## config.mk

```make
export PLATFORM = sky130hd
export DESIGN_NAME = sbox_serial_ctrl
export DESIGN_NICKNAME = d
export VERILOG_FILES = /design/src/rtl/sbox_serial_ctrl_pkg.sv /design/src/rtl/sbox_serial_ctrl_sbox_all_rom.sv /design/src/rtl/sbox_serial_ctrl.sv
export SDC_FILE = /design/constraint.sdc
export NUM_CORES = 1
export LEC_CHECK = 0
export CAP_MARGIN = 30
export CORE_ASPECT_RATIO = 0.5
export CORE_MARGIN = 4
export CORE_UTILIZATION = 62
export DETAILED_ROUTE_END_ITERATION = 7
export PLACE_DENSITY = 0.87
export SYNTH_ARGS = -nofsm -noshare
export SYNTH_HDL_FRONTEND = slang
export SYNTH_SLANG_ARGS = --single-unit
```

## constraint.sdc

```tcl
create_clock -name clk -period 7.6 [get_ports clk]
set_input_delay 2.28 -clock clk [delete_from_list [all_inputs] [get_ports clk]]
set_output_delay 2.28 -clock clk [all_outputs]
set_load 0.1 [all_outputs]
```

## src/rtl/sbox_serial_ctrl_pkg.sv

```systemverilog
// Shared types, sizes and the DES S-box contents for the serial substitution block.
// The ROM address packs the box index with the row/column derived from a 6-bit chunk.
package sbox_serial_ctrl_pkg;

  typedef enum logic [1:0] {
    IDLE,
    ISSUE,
    DRAIN,
    DONE
  } state_e;

  localparam int unsigned NUM_BOX = 8;
  localparam int unsigned ROM_AW  = 9;
  localparam int unsigned ROM_DW  = 4;
  localparam int unsigned CHUNK_W = 6;
  localparam int unsigned IN_W    = NUM_BOX * CHUNK_W;
  localparam int unsigned OUT_W   = NUM_BOX * ROM_DW;

  // One 64-bit word per {box, row}; column 0 is the most significant nibble.
  localparam logic [63:0] SBOX_ROWS [32] = '{
    64'hE4D12FB83A6C5907, 64'h0F74E2D1A6CB9538, 64'h41E8D62BFC973A50, 64'hFC8249175B3EA06D,
    64'hF18E6B34972DC05A, 64'h3D47F28EC01A69B5, 64'h0E7BA4D158C6932F, 64'hD8A13F42B67C05E9,
    64'hA09E63F51DC7B428, 64'hD709346A285ECBF1, 64'hD6498F30B12C5AE7, 64'h1AD069874FE3B52C,
    64'h7DE3069A1285BC4F, 64'hD8B56F03472C1AE9, 64'hA690CB7DF13E5284, 64'h3F06A1D8945BC72E,
    64'h2C417AB6853FD0E9, 64'hEB2C47D150FA3986, 64'h421BAD78F9C5630E, 64'hB8C71E2D6F09A453,
    64'hC1AF92680D34E75B, 64'hAF427C9561DE0B38, 64'h9EF528C3704A1DB6, 64'h432C95FABE17608D,
    64'h4B2EF08D3C975A61, 64'hD0B7491AE35C2F86, 64'h14BDC37EAF680592, 64'h6BD814A7950FE23C,
    64'hD2846FB1A93E50C7, 64'h1FD8A374C56B0E92, 64'h7B419CE206ADF358, 64'h21E74A8DFC90356B
  };

  function automatic logic [ROM_AW-1:0] sbox_addr(input logic [2:0] box,
                                                   input logic [CHUNK_W-1:0] chunk);
    return {box, chunk[5], chunk[0], chunk[4:1]};
  endfunction

  function automatic logic [ROM_DW-1:0] sbox_rom_word(input logic [ROM_AW-1:0] addr);
    logic [63:0] row_bits;
    row_bits = SBOX_ROWS[addr[8:4]];
    return row_bits[{~addr[3:0], 2'b00} +: 4];
  endfunction

endpackage

```

## src/rtl/sbox_serial_ctrl_sbox_all_rom.sv

```systemverilog
// Shared 512x4 S-box ROM with a one-cycle registered read; no reset on the read register.
module sbox_all_rom
  import sbox_serial_ctrl_pkg::*;
#(
  parameter string SBOX_FILE = "sbox_all.txt"
) (
  input  logic              clk,
  input  logic [ROM_AW-1:0] addr,
  output logic [ROM_DW-1:0] dout
);

  // Contents are elaborated from the package constant table; the file name
  // parameter is kept so existing instantiations continue to elaborate.
  localparam string unused_sbox_file = SBOX_FILE;

  logic [ROM_DW-1:0] dout_d;
  logic [ROM_DW-1:0] dout_q;

  always_comb begin
    dout_d = sbox_rom_word(addr);
  end

  always_ff @(posedge clk) begin
    dout_q <= dout_d;
  end

  assign dout = dout_q;

endmodule

```

## src/rtl/sbox_serial_ctrl.sv

```systemverilog
// DES S-box substitution of a 48-bit word, time-sharing one ROM across the 8 boxes,
// one lookup per cycle, with a valid/ready handshake on both sides.
module sbox_serial_ctrl
  import sbox_serial_ctrl_pkg::*;
#(
  parameter string SBOX_FILE = "sbox_all.txt"
) (
  input  logic             clk,
  input  logic             rstn,
  input  logic             in_valid,
  output logic             in_ready,
  input  logic [IN_W-1:0]  in_data,
  output logic             out_valid,
  input  logic             out_ready,
  output logic [OUT_W-1:0] out_data,
  output logic             busy
);

  state_e            state_q, state_d;
  logic [2:0]        cnt_q, cnt_d;
  logic [IN_W-1:0]   data_q, data_d;
  logic              cap_q, cap_d;
  logic [OUT_W-1:0]  result_q, result_d;
  logic [ROM_AW-1:0] rom_addr;
  logic [ROM_DW-1:0] rom_dout;

  sbox_all_rom #(
    .SBOX_FILE(SBOX_FILE)
  ) u_rom (
    .clk (clk),
    .addr(rom_addr),
    .dout(rom_dout)
  );

  // The latched word shifts left each issue cycle, so the current chunk is always the top 6 bits.
  assign rom_addr = sbox_addr(cnt_q, data_q[IN_W-1 -: CHUNK_W]);

  always_ff @(posedge clk or negedge rstn) begin
    if (!rstn) begin
      state_q  <= IDLE;
      cnt_q    <= '0;
      data_q   <= '0;
      cap_q    <= 1'b0;
      result_q <= '0;
    end else begin
      state_q  <= state_d;
      cnt_q    <= cnt_d;
      data_q   <= data_d;
      cap_q    <= cap_d;
      result_q <= result_d;
    end
  end

  always_comb begin
    state_d = state_q;
    cnt_d   = cnt_q;
    data_d  = data_q;
    unique case (state_q)
      IDLE: begin
        if (in_valid) begin
          state_d = ISSUE;
          cnt_d   = '0;
          data_d  = in_data;
        end
      end
      ISSUE: begin
        data_d = {data_q[IN_W-CHUNK_W-1:0], {CHUNK_W{1'b0}}};
        if (cnt_q == 3'd7) begin
          state_d = DRAIN;
        end else begin
          cnt_d = cnt_q + 3'd1;
        end
      end
      DRAIN: begin
        state_d = DONE;
      end
      DONE: begin
        if (out_ready) begin
          state_d = IDLE;
        end
      end
      default: begin
        state_d = IDLE;
      end
    endcase
  end

  // Each ROM read lands one cycle after its issue cycle; cap_q marks that landing cycle.
  always_comb begin
    cap_d    = (state_q == ISSUE);
    result_d = result_q;
    if (cap_q) begin
      result_d = {result_q[OUT_W-ROM_DW-1:0], rom_dout};
    end
  end

  always_comb begin
    in_ready  = (state_q == IDLE);
    out_valid = (state_q == DONE);
    busy      = (state_q != IDLE);
    out_data  = result_q;
  end

endmodule

```

-- After elaboration in Yosys (flattened, before gate mapping)
Memory sizes are Yosys's and may differ from the RTL's.
Index checks and enable logic that the tools add are counted.
W data, S select, Z words.
- flip-flop bits (word level): 90
- latch bits: 0
- bits in writable memories: 0
- ROM bits: 2048
- input bits: 52
- memories: 1
- add/sub/neg operators: 1
- $mul: 0
- divide/modulo/power cells: 0
- $lt $le $gt $ge: 1
- equality and inequality tests: 8
- shift operators: 1
- multiplexer cells: 11
- bitwise gates (word level): 2
- reductions and logical operators: 6
- memories (memory ; depth ; bits a word ; read ports ; clocked after memory_dff ; write ports ; RTL line ; RTL):
    (no name shown) ; 32 ; 64 ; 1 ; 0 ; 0 ; sbox_serial_ctrl_pkg.sv:38 ; row_bits = SBOX_ROWS[addr[8:4]];
- operators by type and width (cell ; count):
    $mux W64 ; 2
    $pmux W48 S2 ; 1
    $shiftx A64 B7 Y4 ; 1
    $mux W48 ; 1
    $pmux W2 S4 ; 1
    $ge A6 B6 Y1 const B ; 1
    $mux W2 ; 3
    $mux W3 ; 2
    $not A5 Y6 ; 1
    $pmux W3 S2 ; 1
    $reduce_and A3 Y1 ; 2
    $eq A2 B2 Y1 const B ; 2
    $ne A2 B1 Y1 const B ; 2
    $ne A2 B2 Y1 const B ; 2
    $not A4 Y4 ; 1
    $reduce_bool A2 Y1 ; 2
    $add A3 B1 Y3 const B ; 1
    $eq A3 B3 Y1 const B ; 1
    $eq A2 B1 Y1 const B ; 1
    $logic_not A2 Y1 ; 1
    $reduce_and A2 Y1 ; 1

-- Depth between registers and ports, before layout
Gate-level depths: netlist of run 1.
- word-level depth: 5
- gate-level depth with buffers: 13

-- Cells and area by module
A second synthesis of run 1 with hierarchy kept.
- cells, all modules: 909
- area, all modules: 7564.8 sq um
- by module, submodules not included (module ; times used ; cells an instance ; area each (sq um) ; seq. area each (sq um)):
    sbox_all_rom ; 1 ; 597 ; 3794.9 ; 80.1
    sbox_serial_ctrl ; 1 ; 312 ; 3769.9 ; 2152.1

-- Worst setup path before layout of run 1
No wires, ideal clock.
- kind: register to output
- start: reg state_q[0]
- end: out busy
- arrival time: 2065 ps
- slack: 3255 ps
- cell stages (with the launch flop): 4
- path buffers: 0
- cells stage by stage: dfrtp_1 -> inv_1 -> ha_1 -> inv_1
- longest elaborated chain between the ends: 1
- RTL lines (element ; RTL line ; RTL):
    start, declared ; sbox_serial_ctrl.sv:19 ; state_e state_q, state_d;
    start signal, assigned ; sbox_serial_ctrl.sv:46 ; state_q <= state_d;
    $reduce_bool A2 Y1 ; sbox_serial_ctrl.sv:100 ; busy = (state_q != IDLE);
    end, declared ; sbox_serial_ctrl.sv:16 ; output logic busy
Every way passes these cells.

-- Worst setup path in the final report of run 1
Ends and elaborated chain as after synthesis.

==> results.sh, run 1 <==
export IMPL_outcome="finished, final reports clean"
export IMPL_ys_top_cells_by_area="dfrtp_1 29%, o21ai_0 6.8%, mux2i_1 6.5%"
export IMPL_setup_viol_count_final=0
export IMPL_path_cells="inv_1, ha_1, inv_1, clkdlybuf4s50_1"
export IMPL_fp_dieH_um=85.3
export IMPL_ys_async_sr_fraction_pct=95.6
export IMPL_finClkSkew_ns=0.00714
export IMPL_syn_inst=897
export IMPL_yosysSeqAreaShare_pct=30.2
export IMPL_htreeDepth=3
export IMPL_yosysTopAreaCellShare_pct=29.1
export IMPL_cts_resized=0
export IMPL_fillers=716
export IMPL_crit_family="buffers and inverters"
export IMPL_cts_root_buffer="clkbuf_16"
export IMPL_wl_met2_mm=13.2
export IMPL_yosys_register_bits=90
export IMPL_grt_max_degree=89
export IMPL_antenna_found_initial=0
export IMPL_cts_setup_buffers=0
export IMPL_start_util_pct=65.4
export IMPL_crit_slowest_cell="clkdlybuf4s50_1"
export IMPL_seqCellArea_um2=2240
export IMPL_fin_crit_sh_pct=63.5
export IMPL_tightest_slew_ns=1.09
export IMPL_coreArea_um2=11300
export IMPL_synth_cell_types=75
export IMPL_dr_wl_met3_mm=4.90
export IMPL_drtPass1Iterations=6
export IMPL_syn_num_nets=969
export IMPL_detail_route_antenna_nets=0
export IMPL_slew_headroom_pct=25.6
export IMPL_cp_max_fo=5
export IMPL_crit_arrival_ns=2.54
export IMPL_cts_path_max_buffers=2
export IMPL_cpMostUsedCell="inv_1"
export IMPL_critPathCaptureType="output pin"
export IMPL_slew_viol_final=0
export IMPL_syn_avg_cell_area_um2=8.25
export IMPL_syn_area_um2=7400
export IMPL_grt_ovfl_total=0
export IMPL_rsz0062_at_grt="false"
export IMPL_io_buffers=86
export IMPL_drc=0
export IMPL_path_class="reg -> out"
export IMPL_finalCriticalPeriod_ns=4.82
export IMPL_crit_buf_inv=3
export IMPL_die_w_um=163
export IMPL_clock_latency_ns=0.34
export IMPL_groute_usage_overall_pct=44.7
export IMPL_wl_mm=31.5
export IMPL_cts_tree="built"
export IMPL_min_path_type="reg -> reg"
export IMPL_drive_gt1_share_pct=9.10
export IMPL_dr_first_iter_drc_count=1733
export IMPL_fp_dieArea_um2=13900
export IMPL_required_ns=5.32
export IMPL_grt_pass1_wl_mm=47.9
export IMPL_clkTransAtPathRegs_ns=0.07
export IMPL_top_layer="met4"
export IMPL_wl_per_cell_um=29.1
export IMPL_placementRows=27
export IMPL_synth_largest_area_cell="dfrtp_1"
export IMPL_cpPeakStageDelay_ns=1.17
export IMPL_cp_start_kind="register"
export IMPL_multiInputGateArea_um2=4690
export IMPL_wl_met1_mm=11.2
export IMPL_cts_buffers=9
export IMPL_hold_viol_final=0
export IMPL_gp_congestion=1.06
export IMPL_ys_flop_type="dfrtp_1"
export IMPL_vias_per_cell=7.77
export IMPL_cts_sink_count=90
export IMPL_fmax_mhz=207
export IMPL_io_pins=87
export IMPL_num_vias=8412
export IMPL_area_growth_syn_to_layout_pct=14.6
export IMPL_synth_edff_count=0
export IMPL_grt_pass1_vias=7918
export IMPL_dpl_hpwl_mm=19.2
export IMPL_fin_nets=990
export IMPL_cts_hold_buf=0
export IMPL_yosys_warnings=0
export IMPL_setup_tns_final_ns=0
export IMPL_maxCapViolCount=0
export IMPL_diodes=0
logic make-up (layout without fill, tap and decap cells):
logic type	count (synthesis)	count (layout)	synth area share, %
AND/OR/NAND/NOR	299	299	20.5
AO/OA/AOI/OAI	291	291	26.6
buffers and inverters	110	136	6.71
flip-flops	90	90	30.2
multiplexers	85	85	12.4
adder cells (fa/ha/maj)	20	20	3.38
XOR/XNOR	2	2	0.237
cells in the final DEF (no fill, tap or decap), types with 21 or more instances in the layout:
| master | instances |
|---|---|
| nor2b_1 | 36 |
| o211ai_1 | 21 |
| nor3_1 | 27 |
| clkdlybuf4s50_1 | 85 |
| mux2i_1 | 47 |
| mux2_2 | 35 |
| a21oi_1 | 33 |
| nand2_1 | 92 |
| o21ai_0 | 100 |
| nor2_1 | 36 |
| nand2b_1 | 36 |
| nand3_1 | 27 |
| dfrtp_1 | 83 |
through the flow:
step	std cells	setup WS (ns)	util, %	hold slack (ns)	cell area [um2]
2_1_floorplan	897	3.26	-	0.439	7400
3_3_place_gp	1064	3.28	72.1	0.447	8160
3_5_place_dp	1066	3.09	72.5	0.455	8200
4_1_cts	1082	2.83	74.9	0.476	8480
5_1_grt	1082	2.74	74.9	0.496	8480
6_report	1082	2.78	74.9	0.484	8480
final timing paths:
check,start,to,slack [ns],cells past startpoint
setup / recovery,state_q[0],busy,2.78,4
hold / removal,u_rom.dout[1],out_data[1],0.48,1
setup reg to reg,data_q[42],u_rom.dout[2],3.51,9
hold reg to reg,u_rom.dout[1],out_data[1],0.48,1
max in group asynchronous,rstn,cnt_q[0],4.97,2
min in group asynchronous,rstn,data_q[14],1.94,1
final cells by class:
cell class                      count  share of cell area (%)
Inverter                           18                   0.797
Sequential cell                    90                    26.4
Multi-Input combinational cell    697                    55.3
Timing Repair Buffer              102                    11.9
Clock inverter                      7                   0.634
Tap cell                          159                    2.35
Clock buffer                        9                    2.66
worst reg2reg max path, stage by stage (launching register included):
cell,delay (ns)
dfrtp_1,0.96
inv_1,0.39
ha_1,0.39
buf_4,0.32
and2_1,0.59
o21ai_0,0.24
o311ai_0,0.20
nand3_1,0.18
o311a_1,0.20
a311oi_1,0.47
per-layer routing:
metal,up-vias,GRT usage (%)
li1,3377,-
met1,3872,56.5
met2,918,67.5
met3,245,14.3
met4,0,26.6
met5,-,0
registers in the layout (all words and copies together), names as in the netlist:
signal      cells
cap_q           1
out_data       32
data_q         48
u_rom.dout      4
cnt_q           3
state_q         2
Yosys cell counts, types with 3 or more instances:
cell       number
a2111oi_0       3
a211o_1         4
a211oi_1       15
a21boi_0        4
a21o_1          6
a21oi_1        33
a221o_1         4
a221oi_1        4
a22oi_1         4
a311o_1         3
a311oi_1       18
a31oi_1        13
a32oi_1         7
a41oi_1         3
and2_1          5
and3_1          5
buf_1           9
buf_2          31
buf_4           6
buf_6           3
clkbuf_1       43
dfrtp_1        86
dfxtp_1         4
ha_1           20
inv_1          15
mux2_2         35
mux2i_1        48
nand2_1        92
nand2b_1       36
nand3_1        27
nand3b_1        3
nand4_1         4
nor2_1         36
nor2b_1        36
nor3_1         27
nor4_1          5
o211a_1         4
o211ai_1       21
o21ai_0       100
o221ai_1        3
o22ai_1         3
o311ai_0       12
o31ai_1         5
or2_2           3
or3_1           8
Power of run 1 is not shown: default switching activity piles up to over one toggle a cycle in this logic, so the estimate is an artifact.
==> run 2: changes to the inputs <==
--- a/config.mk
+++ b/config.mk
@@ -8,9 +8,9 @@
 export CAP_MARGIN = 30
 export CORE_ASPECT_RATIO = 0.5
 export CORE_MARGIN = 4
-export CORE_UTILIZATION = 62
+export CORE_UTILIZATION = 58
 export DETAILED_ROUTE_END_ITERATION = 7
-export PLACE_DENSITY = 0.87
+export PLACE_DENSITY = 0.82
 export SYNTH_ARGS = -nofsm -noshare
 export SYNTH_HDL_FRONTEND = slang
 export SYNTH_SLANG_ARGS = --single-unit
==> constraint.sdc (replaced) <==
create_clock -name clk -period 4.6 [get_ports clk]
set_input_delay 1.38 -clock clk [delete_from_list [all_inputs] [get_ports clk]]
set_output_delay 1.38 -clock clk [all_outputs]
set_load 0.1 [all_outputs]
==> results.sh, run 2 (synthesis results as in run 1) <==
export IMPL_outcome="finished, final reports clean"
export IMPL_clock_latency_ns=0.34
export IMPL_grt_ovfl_total=0
export IMPL_cp_start_kind="register"
export IMPL_grt_pass1_vias=7853
export IMPL_dp_cells=1085
export IMPL_cts_hold_buf=0
export IMPL_wl_per_cell_um=27.9
export IMPL_grt_max_degree=81
export IMPL_final_common_cell="o21ai_0"
export IMPL_dpl_hpwl_mm=19.6
export IMPL_die_w_um=168
export IMPL_area_growth_syn_to_layout_pct=16.1
export IMPL_largest_reg_flops=48
export IMPL_cts_tree="built"
export IMPL_finClkSkew_ns=0.00713
export IMPL_finalCriticalPeriod_ns=3.77
export IMPL_critPathCaptureType="output pin"
export IMPL_required_ns=3.22
export IMPL_htreeDepth=3
export IMPL_fin_crit_sh_pct=81.9
export IMPL_io_buffers=86
export IMPL_fin_cells=1101
export IMPL_num_vias=8251
export IMPL_wl_mm=30.7
export IMPL_ff2ff_setup_slack_ns=1.40
export IMPL_drtPass1Iterations=8
export IMPL_cts_root_buffer="clkbuf_16"
export IMPL_tightest_slew_ns=1.03
export IMPL_cts_path_max_buffers=2
export IMPL_maxCapViolCount=0
export IMPL_rsz0062_at_grt="false"
export IMPL_slew_headroom_pct=31.2
export IMPL_clkTransAtPathRegs_ns=0.07
export IMPL_cts_buffers=9
export IMPL_cts_resized=0
export IMPL_fp_dieArea_um2=14700
export IMPL_detail_route_antenna_nets=0
export IMPL_cp_max_fo=5
export IMPL_fin_nets=1003
export IMPL_coreArea_um2=12100
export IMPL_crit_arrival_ns=2.39
export IMPL_setup_tns_final_ns=0
export IMPL_gp_congestion=1.15
export IMPL_final_cell_mix="100 x o21ai_0, 92 x nand2_1, 84 x clkdlybuf4s50_1, 83 x dfrtp_1, 47 x mux2i_1"
export IMPL_io_pins=87
export IMPL_setup_viol_count_final=0
export IMPL_largest_register="data_q"
export IMPL_fmax_mhz=265
export IMPL_drc=0
export IMPL_whs_ns=0.475
export IMPL_antenna_found_initial=1
export IMPL_min_path_type="reg -> reg"
export IMPL_placementRows=28
export IMPL_dr_first_iter_drc_count=1765
export IMPL_vias_per_cell=7.49
export IMPL_grt_pass1_wl_mm=47.0
export IMPL_start_util_pct=61.1
export IMPL_cts_setup_buffers=0
export IMPL_path_class="reg -> out"
export IMPL_groute_usage_overall_pct=41.1
export IMPL_slew_viol_final=0
export IMPL_fp_dieH_um=87.9
export IMPL_cts_sink_count=90
export IMPL_hold_viol_final=0
export IMPL_drive_gt1_share_pct=10.3
[run 2: changes by cell type in the layout (fill, tap and decap cells not counted), sizes merged]
cell           previous run  this run
clkbuf                    9        10
clkinv                    4         2
buf                      17        31
diode                     0         1
clkdlybuf4s50            85        84
[run 2: path summary, 6_finish.rpt]
kind / startpoint / endpoint / cells past startpoint
setup / recovery: state_q[0] / in_ready / 3
hold / removal: u_rom.dout[1] / out_data[1] / 1
setup reg to reg: cnt_q[0] / u_rom.dout[2] / 10
hold reg to reg: u_rom.dout[1] / out_data[1] / 1
max in group asynchronous: rstn / out_data[5] / 2
min in group asynchronous: rstn / data_q[16] / 1
[run 2: cell type report]
type	count	area [um2]
flip-flops and latches	90	2240
well taps	165	206
inverters	18	67.6
fillers	847	3530
repair buffers	115	1120
diodes	1	2.50
clock inverters	5	40.0
multi-input cells	697	4690
clock buffers	10	229
[run 2: per-stage QoR]
stage / util, % / cell area (um2) / worst slack [ns]
floorplan: - / 7400 / 1.16
global route: 70.9 / 8590 / 0.785
CTS: 70.8 / 8590 / 0.838
global placement: 68.4 / 8290 / 1.30
detailed placement: 68.6 / 8320 / 1.24
finish: 70.9 / 8590 / 0.831
[run 2: routing by layer]
layer	up-vias	wire (um)	track usage, %
li1	3401	-	-
met1	3845	11100	51.5
met2	805	13000	64.1
met3	200	4500	14.4
met4	0	2090	21.1
met5	-	0	0
[run 2: critical path, cell delays in order, from the launching register on]
cell and delay [ns]:
dfrtp_1 0.40, inv_1 0.12, ha_1 0.32, clkdlybuf4s50_1 1.20
Power of run 2 is left out for the same reason.
